**src/rtl/ins_dec_pipe.sv**
```systemverilog
// rtl/ins_dec_pipe.sv - registered instruction-decode stage with RAW hazard stall and jump squash
//
// Purpose: splits a (2*DW+3)-bit instruction into control bits and operand
// fields. Valid/ready handshakes are used on both sides, and one output
// register holds the decode. The stage stalls readers that depend on recently
// issued writes, and it discards the FLUSH instructions that follow an
// accepted jump.
//
// Build option: define INS_DEC_HAZARD_EN to compile in the write scoreboard
// and the hazard stall. When it is undefined, hazard is tied to 0.
//
// Ports:
//   clk, rst_n           clock (rising edge), asynchronous active-low reset
//   in_valid / in_ready  upstream handshake; INS is the instruction
//   out_valid/out_ready  downstream handshake for the registered fields
//   sel_data, write_en, alu_op, is_jmp   decoded control bits
//   SEL_A, SEL_B, SEL_W  register selects (RW bits)
//   IMM, JMP             immediate and jump target (DW bits)
module ins_dec_pipe #(
  parameter int DW        = 4,
  parameter int RW        = 2,
  parameter int HAZ_DEPTH = 2,
  parameter int FLUSH     = 1
) (
  input  logic            clk,
  input  logic            rst_n,
  input  logic            in_valid,
  output logic            in_ready,
  input  logic [2*DW+2:0] INS,
  output logic            out_valid,
  input  logic            out_ready,
  output logic            sel_data,
  output logic            write_en,
  output logic            alu_op,
  output logic            is_jmp,
  output logic [RW-1:0]   SEL_A,
  output logic [RW-1:0]   SEL_B,
  output logic [RW-1:0]   SEL_W,
  output logic [DW-1:0]   IMM,
  output logic [DW-1:0]   JMP
);

  localparam int IW  = 2*DW+3;
  // Keep the squash counter at least 1 bit wide so FLUSH=0 still elaborates.
  localparam int SCW = (FLUSH < 1) ? 1 : $clog2(FLUSH+1);
  localparam logic [SCW-1:0] FLUSH_LD = SCW'(FLUSH);

  // Combinational decode of the incoming instruction
  logic [2:0]    op;
  logic          d_sel_data;
  logic          d_alu_op;
  logic          d_is_jmp;
  logic          d_write_en;
  logic [RW-1:0] d_sel_a;
  logic [RW-1:0] d_sel_b;
  logic [RW-1:0] d_sel_w;
  logic [DW-1:0] d_imm;
  logic [DW-1:0] d_jmp;

  assign op         = INS[IW-1:2*DW];
  assign d_sel_data = op[1];
  assign d_alu_op   = op[0];
  assign d_is_jmp   = (op == 3'b100);
  assign d_write_en = !((op == 3'b011) || d_is_jmp);
  assign d_imm      = INS[DW-1:0];
  assign d_sel_b    = INS[RW-1:0];
  assign d_sel_a    = INS[2*RW-1:RW];
  assign d_sel_w    = INS[DW+RW-1:DW];
  assign d_jmp      = INS[2*DW-1:DW];

  logic [SCW-1:0] squash_cnt;
  logic           squashing;
  logic           hazard;
  logic           accept;
  logic           keep;

  assign squashing = (squash_cnt != '0);
  assign in_ready  = rst_n && (!out_valid || out_ready) && !hazard;
  assign accept    = in_valid && in_ready;
  // Only non-squashed accepts reach the output register and scoreboard.
  assign keep      = accept && !squashing;

`ifdef INS_DEC_HAZARD_EN
  logic                 reads;
  logic                 stall;
  logic [HAZ_DEPTH-1:0] sb_v;
  logic [RW-1:0]        sb_sel [HAZ_DEPTH];

  assign reads = !d_sel_data && !d_is_jmp;
  // Entries age only in cycles where the output register moves, so the
  // hazard window is measured in unstalled cycles.
  assign stall = out_valid && !out_ready;

  always_ff @(posedge clk or negedge rst_n) begin
    if (!rst_n) begin
      sb_v <= '0;
      for (int i = 0; i < HAZ_DEPTH; i++) begin
        sb_sel[i] <= '0;
      end
    end else if (!stall) begin
      sb_v[0]   <= keep && d_write_en;
      sb_sel[0] <= (keep && d_write_en) ? d_sel_w : '0;
      for (int i = 1; i < HAZ_DEPTH; i++) begin
        sb_v[i]   <= sb_v[i-1];
        sb_sel[i] <= sb_sel[i-1];
      end
    end
  end

  // A squashed instruction is dropped anyway, so it never waits on a hazard.
  always_comb begin
    hazard = 1'b0;
    if (in_valid && reads && !squashing) begin
      for (int i = 0; i < HAZ_DEPTH; i++) begin
        if (sb_v[i] && ((sb_sel[i] == d_sel_a) || (sb_sel[i] == d_sel_b))) begin
          hazard = 1'b1;
        end
      end
    end
  end
`else
  assign hazard = 1'b0;
`endif

  // Squash counter: a kept jump arms it; every accept while armed counts down.
  always_ff @(posedge clk or negedge rst_n) begin
    if (!rst_n) begin
      squash_cnt <= '0;
    end else if (accept) begin
      if (squashing) begin
        squash_cnt <= squash_cnt - SCW'(1);
      end else if (d_is_jmp) begin
        squash_cnt <= FLUSH_LD;
      end
    end
  end

  // Output register: reload on a kept accept (even while draining),
  // clear on drain without reload, otherwise hold.
  always_ff @(posedge clk or negedge rst_n) begin
    if (!rst_n) begin
      out_valid <= 1'b0;
      sel_data  <= 1'b0;
      write_en  <= 1'b0;
      alu_op    <= 1'b0;
      is_jmp    <= 1'b0;
      SEL_A     <= '0;
      SEL_B     <= '0;
      SEL_W     <= '0;
      IMM       <= '0;
      JMP       <= '0;
    end else if (keep) begin
      out_valid <= 1'b1;
      sel_data  <= d_sel_data;
      write_en  <= d_write_en;
      alu_op    <= d_alu_op;
      is_jmp    <= d_is_jmp;
      SEL_A     <= d_sel_a;
      SEL_B     <= d_sel_b;
      SEL_W     <= d_sel_w;
      IMM       <= d_imm;
      JMP       <= d_jmp;
    end else if (out_ready) begin
      out_valid <= 1'b0;
    end
  end

endmodule

```
**config.mk**
```make
export PLATFORM = sky130hd
export DESIGN_NAME = ins_dec_pipe
export DESIGN_NICKNAME = d
export VERILOG_FILES = /design/src/rtl/ins_dec_pipe.sv
export SDC_FILE = /design/constraint.sdc
export NUM_CORES = 1
export LEC_CHECK = 0
export BUFFER_PORTS_ARGS = -buffer_cell sky130_fd_sc_hd__buf_2
export CORE_MARGIN = 3
export CORE_UTILIZATION = 46
export DETAILED_ROUTE_END_ITERATION = 16
export GPL_TIMING_DRIVEN = 0
export PLACE_DENSITY = 0.82
export SYNTH_ARGS = -nofsm -noshare
export SYNTH_HDL_FRONTEND = slang
export SYNTH_SLANG_ARGS = --single-unit
```
**constraint.sdc**
```tcl
create_clock -name clk -period 2.7 [get_ports clk]
set_input_delay 0.54 -clock clk [delete_from_list [all_inputs] [get_ports clk]]
set_output_delay 0.54 -clock clk [all_outputs]
set_load 0.1 [all_outputs]
```
Yosys cells after proc, flatten, opt, wreduce, memory -nomap -nowiden
Index checks and enable logic that the tools add are counted.

Logic and storage cells: 27. Flip-flop bits (word level): 20. Input port bits: 15.

Multiplexer cells: 4. Add/subtract/negate cells: 1. Eq/ne operators: 2. Reductions and logical operators: 9.

Operator list (number): 1-bit two-way mux (4); 3-bit by 2-bit equality test with 1-bit output (second input constant) (1); 3-bit equality test (second input constant) (1); 1-bit logical AND (3); 1-bit zero test (3); 1-bit logical OR (2); 2-bit nonzero test (1); 1-bit subtractor (second input constant) (1).

Depth between registers and ports, before layout
Gate-level depths: netlist (run 1).

Depth in word-level cells: 6. Mapped depth: 4. Gate-level depth less buffers: 3.

Worst setup path before layout (run 1)
No wires, ideal clock.

Path type: register to output. Start point: reg out_valid. End point: out in_ready. Setup slack: 719 ps. Data arrival time: 1441 ps. Required time: 2160 ps. Stages on the path, launching flop included: 3. Path through: dfrtp_1 -> nand2b_4 -> and2_2.

Longest elaborated chain between the ends: 3.

Ends and longest elaborated chain: from (decl) (line 30) `output logic out_valid,`; from (signal assigned) (line 142) `out_valid <= 1'b0;`; from (signal assigned) (line 153) `out_valid <= 1'b1;`; from (signal assigned) (line 164) `out_valid <= 1'b0;`; 1-bit zero test (line 78) `assign in_ready = rst_n && (!out_valid || out_ready) && !hazard;`; 1-bit logical OR (line 78); 1-bit logical AND (line 78); to (decl) (line 28) `output logic in_ready,`.

Every way passes these cells.

Final worst setup path (run 1)
Start point: in rst_n. End point: out in_ready.

Longest elaborated chain between the ends: 1.

Ends and longest elaborated chain: from (decl) (line 26) `input logic rst_n,`; 1-bit logical AND (line 78).

Every way passes these cells.

==> results of run 1 <==
cell families (layout without fill, tap and decap cells):
kind of cell    Yosys count  after routing
flops                    14             14
compound gates            4              4
simple gates              6              6
mux                      12             12
buf+inv                   8             46
layout make-up:
cell class	instances	area [um^2]	area share, %
Tap cell	15	18.8	2.09
Timing Repair Buffer	34	170	18.9
Clock buffer	4	36.3	4.04
Inverter	1	3.75	0.418
Buffer	7	65.1	7.24
Multi-Input combinational cell	22	254	28.3
Sequential cell	14	350	39.0
metal layers:
layer / vias to the layer above / global-route usage [%] / wire (um)
met4: 0 / 7.23 / 0
met2: 22 / 22.7 / 527
met5: - / 0 / 0
met1: 206 / 16.4 / 492
met3: 0 / 3.66 / 112
li1: 220 / - / -
final timing paths:
check                           depth (start not counted)       from    endpoint  slack [ns]
worst max-delay path                                    3      rst_n    in_ready        0.69
max in group asynchronous                               1      rst_n    SEL_W[0]        2.28
min in group clk                                        2     INS[0]    SEL_B[0]        0.49
worst max register to register                          4  out_valid    SEL_A[0]        1.29
worst min register to register                          1     is_jmp      is_jmp        0.52
worst min-delay path                                    1      rst_n  squash_cnt        0.16
cells in the mapped netlist, drive strengths merged:
cell type  instances  area share, %
a21o               1            1.3
a21oi              1           0.74
a31oi              1           0.93
and2               1            1.1
buf                7            9.7
dfrtp             14             52
inv                1           0.56
mux2              12             25
nand2              1           0.93
nand2b             1            2.0
nor2b              1           0.93
nor3b              2            3.9
o21ai              1           0.74
worst max-delay path, cell delays in order:
cell and delay, ns:
buf_2 0.31, and2_2 0.21, buf_2 0.41
stage by stage:
| step | hold WS [ns] | area (um^2) |
|---|---|---|
| global placement | 0.464 | 862 |
| floorplan | 0.244 | 673 |
| detailed placement | 0.472 | 862 |
| global route | 0.167 | 898 |
| finish | 0.159 | 898 |
| CTS | 0.158 | 898 |
==> results_dict.tcl, run 1 <==
set metrics [dict create \
    yosys.area_share.adder_pct 0 \
    start_kind "primary input" \
    ctsResizeCount 0 \
    antenna_found_initial 0 \
    syn_nets 59 \
    mostFrequentLayoutCells "34 x buf_2, 14 x dfrtp_1, 9 x mux2_4" \
    grt_max_degree 18 \
    viasPerCell 4.62 \
    maxCapViolCount 0 \
    ys.warnings.count 0 \
    yosys.area_share.simple_pct 8.92 \
    synth_compound_area_share_pct 3.72 \
    num_vias 448 \
    die_height_um 44.3 \
    layout_setup_ws_ns 0.692 \
    fp.dieW_um 44.3 \
    rsz0062_at_grt "false" \
    drt_pass1_iterations 4 \
    final.min_clock_period_ns 2.01 \
    place_inst 93 \
    reg_top3 "JMP: 3 flops, SEL_A: 2 flops" \
    grt_pass1_vias 447 \
    insertion_delay_ns 0.27 \
    stdcell_count 97 \
    synth_top_family_by_area "multiplexers" \
    utilization_pct 67.4 \
    area_growth_pct 33.5 \
    slew_headroom_pct 67.6 \
    setup_tns_ns 0 \
    grt_pass1_wl_um 1930 \
    initial_core_util_pct 50.5 \
    die-area_um2 1960 \
    final_common_cell "buf_2" \
    clock_skew_ns 0.00574 \
    required_ns 2.16 \
    rows 13 \
    synth_xor_area_share_pct 0 \
    postCtsHoldBufs 0 \
    finalMaxSlewViolations 0 \
    cts.sinks 14 \
    drt-total-wl_um 1130 \
    hp-class "primary input to asynchronous set/reset pin" \
    clockRootBuffer "clkbuf_4" \
    worst-slew-pin-transition_ns 0.489 \
    fmax_mhz 498 \
    drc 0 \
    yosysSeqAreaShare_pct 52.0 \
    track_usage_pct 13.8 \
    ys_ff_latch 14 \
    setup_viol 0 \
    ant_nets 0 \
    drive_gt1_share_pct 75.6 \
    io-pin-count 35 \
    synthCells 44 \
    largest_reg_flops 3 \
    place_ws_ns 0.651 \
    critPathKind "primary input to primary output" \
    cts_buffers 3 \
    clockBufferDepth 2 \
    regMostFlops "JMP" \
    io_buffers 34 \
    muxShareOfSynthArea_pct 25.1 \
    cp-end-kind "primary output" \
    ys_types 16 \
    cts_setup_buffers 0 \
    status "complete, no violations" \
    hpwlAfterDp_um 914 \
    cts_tree "built" \
    antenna_cells 0 \
    num-nets-final 98 \
    hold_viol_final 0 \
    clkTransAtPathRegs_ns 0.08 \
    finalCritPeriodShare_pct 74.4 \
    syn_avg_cell_area_um2 15.3 \
    core_area_um2 1330 \
    grt.overflow.total 0 \
    gp_congestion 0.669 \
    worstPathArrival_ns 1.47 \
    nFillCells 110 \
    dr.first_iter.drc_count 1 \
    cp_max_fo 17 \
    htreeDepth 1 \
    avgRoutedWirePerCell_um 11.7 \
    syn_area_um2 673 \
]
Power of run 1 is not shown: default switching activity piles up to over one toggle a cycle in this logic, so the estimate is an artifact.
==> inputs of run 2 (changes only) <==
Settings changed: ABC_AREA set to 1, CORE_UTILIZATION 46 to 42, PLACE_DENSITY 0.82 to 0.77.
Clock period 2.7 ns to 1.85 ns, I/O delays scaled along.
==> results_dict.tcl, run 2 <==
set metrics [dict create \
    viasPerCell 4.49 \
    hp-class "primary input to flop" \
    cts_tree "built" \
    clockRootBuffer "clkbuf_4" \
    clock_skew_ns 0.00277 \
    die-area_um2 2030 \
    postCtsHoldBufs 2 \
    avgRoutedWirePerCell_um 10.9 \
    slew_headroom_pct 66.7 \
    ir_drop_uv 705 \
    final.min_clock_period_ns 1.75 \
    synthCells 74 \
    place_inst 123 \
    power_leakage_uw 0.000538 \
    fmax_mhz 571 \
    io_buffers 34 \
    async_flop_share_pct 100 \
    required_ns 1.48 \
    start_kind "flop" \
    ys_ff_latch 14 \
    place_ws_ns 0.120 \
    drt_pass1_iterations 4 \
    dr.first_iter.drc_count 9 \
    gp_congestion 0.735 \
    synth_edf_count 0 \
    hold_viol_final 0 \
    track_usage_pct 15.3 \
    hpwlAfterDp_um 990 \
    ant_nets 0 \
    insertion_delay_ns 0.28 \
    core_area_um2 1370 \
    num_vias 579 \
    area_growth_pct 38.6 \
    power_density_nw_per_um2 1650 \
    yosysSeqAreaShare_pct 54.8 \
    synth_flop_cell "dfrtp_1" \
    grt.overflow.total 0 \
    clockBufferDepth 2 \
    rows 13 \
    initial_core_util_pct 46.8 \
    cp_max_fo 4 \
    mostFrequentLayoutCells "39 x nand2_1, 34 x buf_2, 13 x dfrtp_1" \
    die_height_um 45.0 \
    grt_max_degree 11 \
    cts_buffers 3 \
    io-pin-count 35 \
    yosysMostFrequentCell "nand2_1" \
    ctsResizeCount 0 \
    worstPathArrival_ns 1.38 \
    grt_pass1_wl_um 2200 \
    cts.sinks 14 \
    syn_nets 89 \
    rsz0062_at_grt "false" \
    yosys.area.top_type "dfrtp_1" \
    grt_pass1_vias 504 \
    drc 0 \
    layout_setup_ws_ns 0.0979 \
    ys.warnings.count 0 \
    maxCapViolCount 0 \
    cts_setup_buffers 0 \
    fp.dieW_um 45.0 \
    ys_types 13 \
    finalCritPeriodShare_pct 94.7 \
    status "complete, no violations" \
    stdcell_count 129 \
    syn_avg_cell_area_um2 8.64 \
    htreeDepth 1 \
    setup_tns_ns 0 \
    nFillCells 127 \
    drt-total-wl_um 1410 \
    synthTopCellsByArea "dfrtp_1 55%, nand2_1 23%, buf_4 8.2%" \
    num-nets-final 130 \
    antenna_cells 0 \
    setup_viol 0 \
    largest_reg_flops 3 \
    antenna_found_initial 0 \
    cp_slowest_cell "buf_2" \
    syn_area_um2 639 \
    synthTopCellsByCount "39 x nand2_1, 14 x dfrtp_1, 7 x buf_4" \
    drive_gt1_share_pct 46.5 \
    synth_top_cell_area_share_pct 54.8 \
    regMostFlops "JMP" \
    clkTransAtPathRegs_ns 0.09 \
    max_stage_delay_ns 0.42 \
    critPathKind "flop to primary output" \
    final_common_cell "nand2_1" \
    finalMaxSlewViolations 0 \
    crit_chain "nand2_2, and2_2, buf_2" \
    cp-end-kind "primary output" \
    reg_top3 "JMP: 3 flops, SEL_A: 2 flops" \
    worst-slew-pin-transition_ns 0.498 \
]
## run 2: cell types whose count changed after synthesis, moves of 3 or more
cell / change
nor2_1: +3
mux2_2: -3
mux2_4: -9
nand2_1: +39
## run 2: path summary, 6_finish.rpt
check                           startpoint       end  slack [ns]  cells after the start
worst max-delay path             out_valid  in_ready         0.1                      3
worst min-delay path                INS[1]    IMM[1]        0.27                      3
worst max register to register   out_valid  sel_data        0.78                      5
worst min register to register      JMP[3]    JMP[3]        0.48                      2
max in group asynchronous            rst_n    IMM[1]        0.86                      2
min in group asynchronous            rst_n    alu_op        0.53                      2
## run 2: per-stage QoR
stage	instance area (um^2)	util, %	hold WS (ns)	power [uW]
after global routing	886	64.8	0.286	1520
after detailed placement	830	60.7	0.307	1240
final	886	64.8	0.274	1460
after global placement	830	60.7	0.303	1240
after CTS	886	64.8	0.271	1470
after floorplan	641	-	0.0744	1120
## run 2: per-layer routing
metal  vias up  track usage (%)  wire (um)
li1        298                -          -
met1       251             18.0        600
met2        25             25.4        682
met3         5             1.20         84
met4         0             12.3         45
met5         -                0          0
## run 2: report_power, final
part	switching (uW)	internal (uW)
Sequential	34.2	362
Combinational	709	133
Clock	103	120
## run 2: final cells by class
type,count,area [um^2],share of cell area (%)
timing repair buffer,36,190,21.5
inverter,2,7.51,0.847
tap,15,18.8,2.12
buffer,8,63.8,7.20
multi-input combinational,50,218,24.6
sequential,14,352,39.7
clock buffer,4,36.3,4.10
## run 2: logic make-up (layout without fill, tap and decap cells)
kind of cell / Yosys count / in the layout / synth area share (%)
buf+inv: 10 / 50 / 11.2
flops: 14 / 14 / 54.8
simple gates: 50 / 50 / 34.1
## run 2: critical path: cells and delay by family (launching register included)
family,cells,cell delay (ns)
simple gates,2,0.27
flops,1,0.41
buf+inv,1,0.42
No activity file was read; power rests on OpenSTA's default activity.
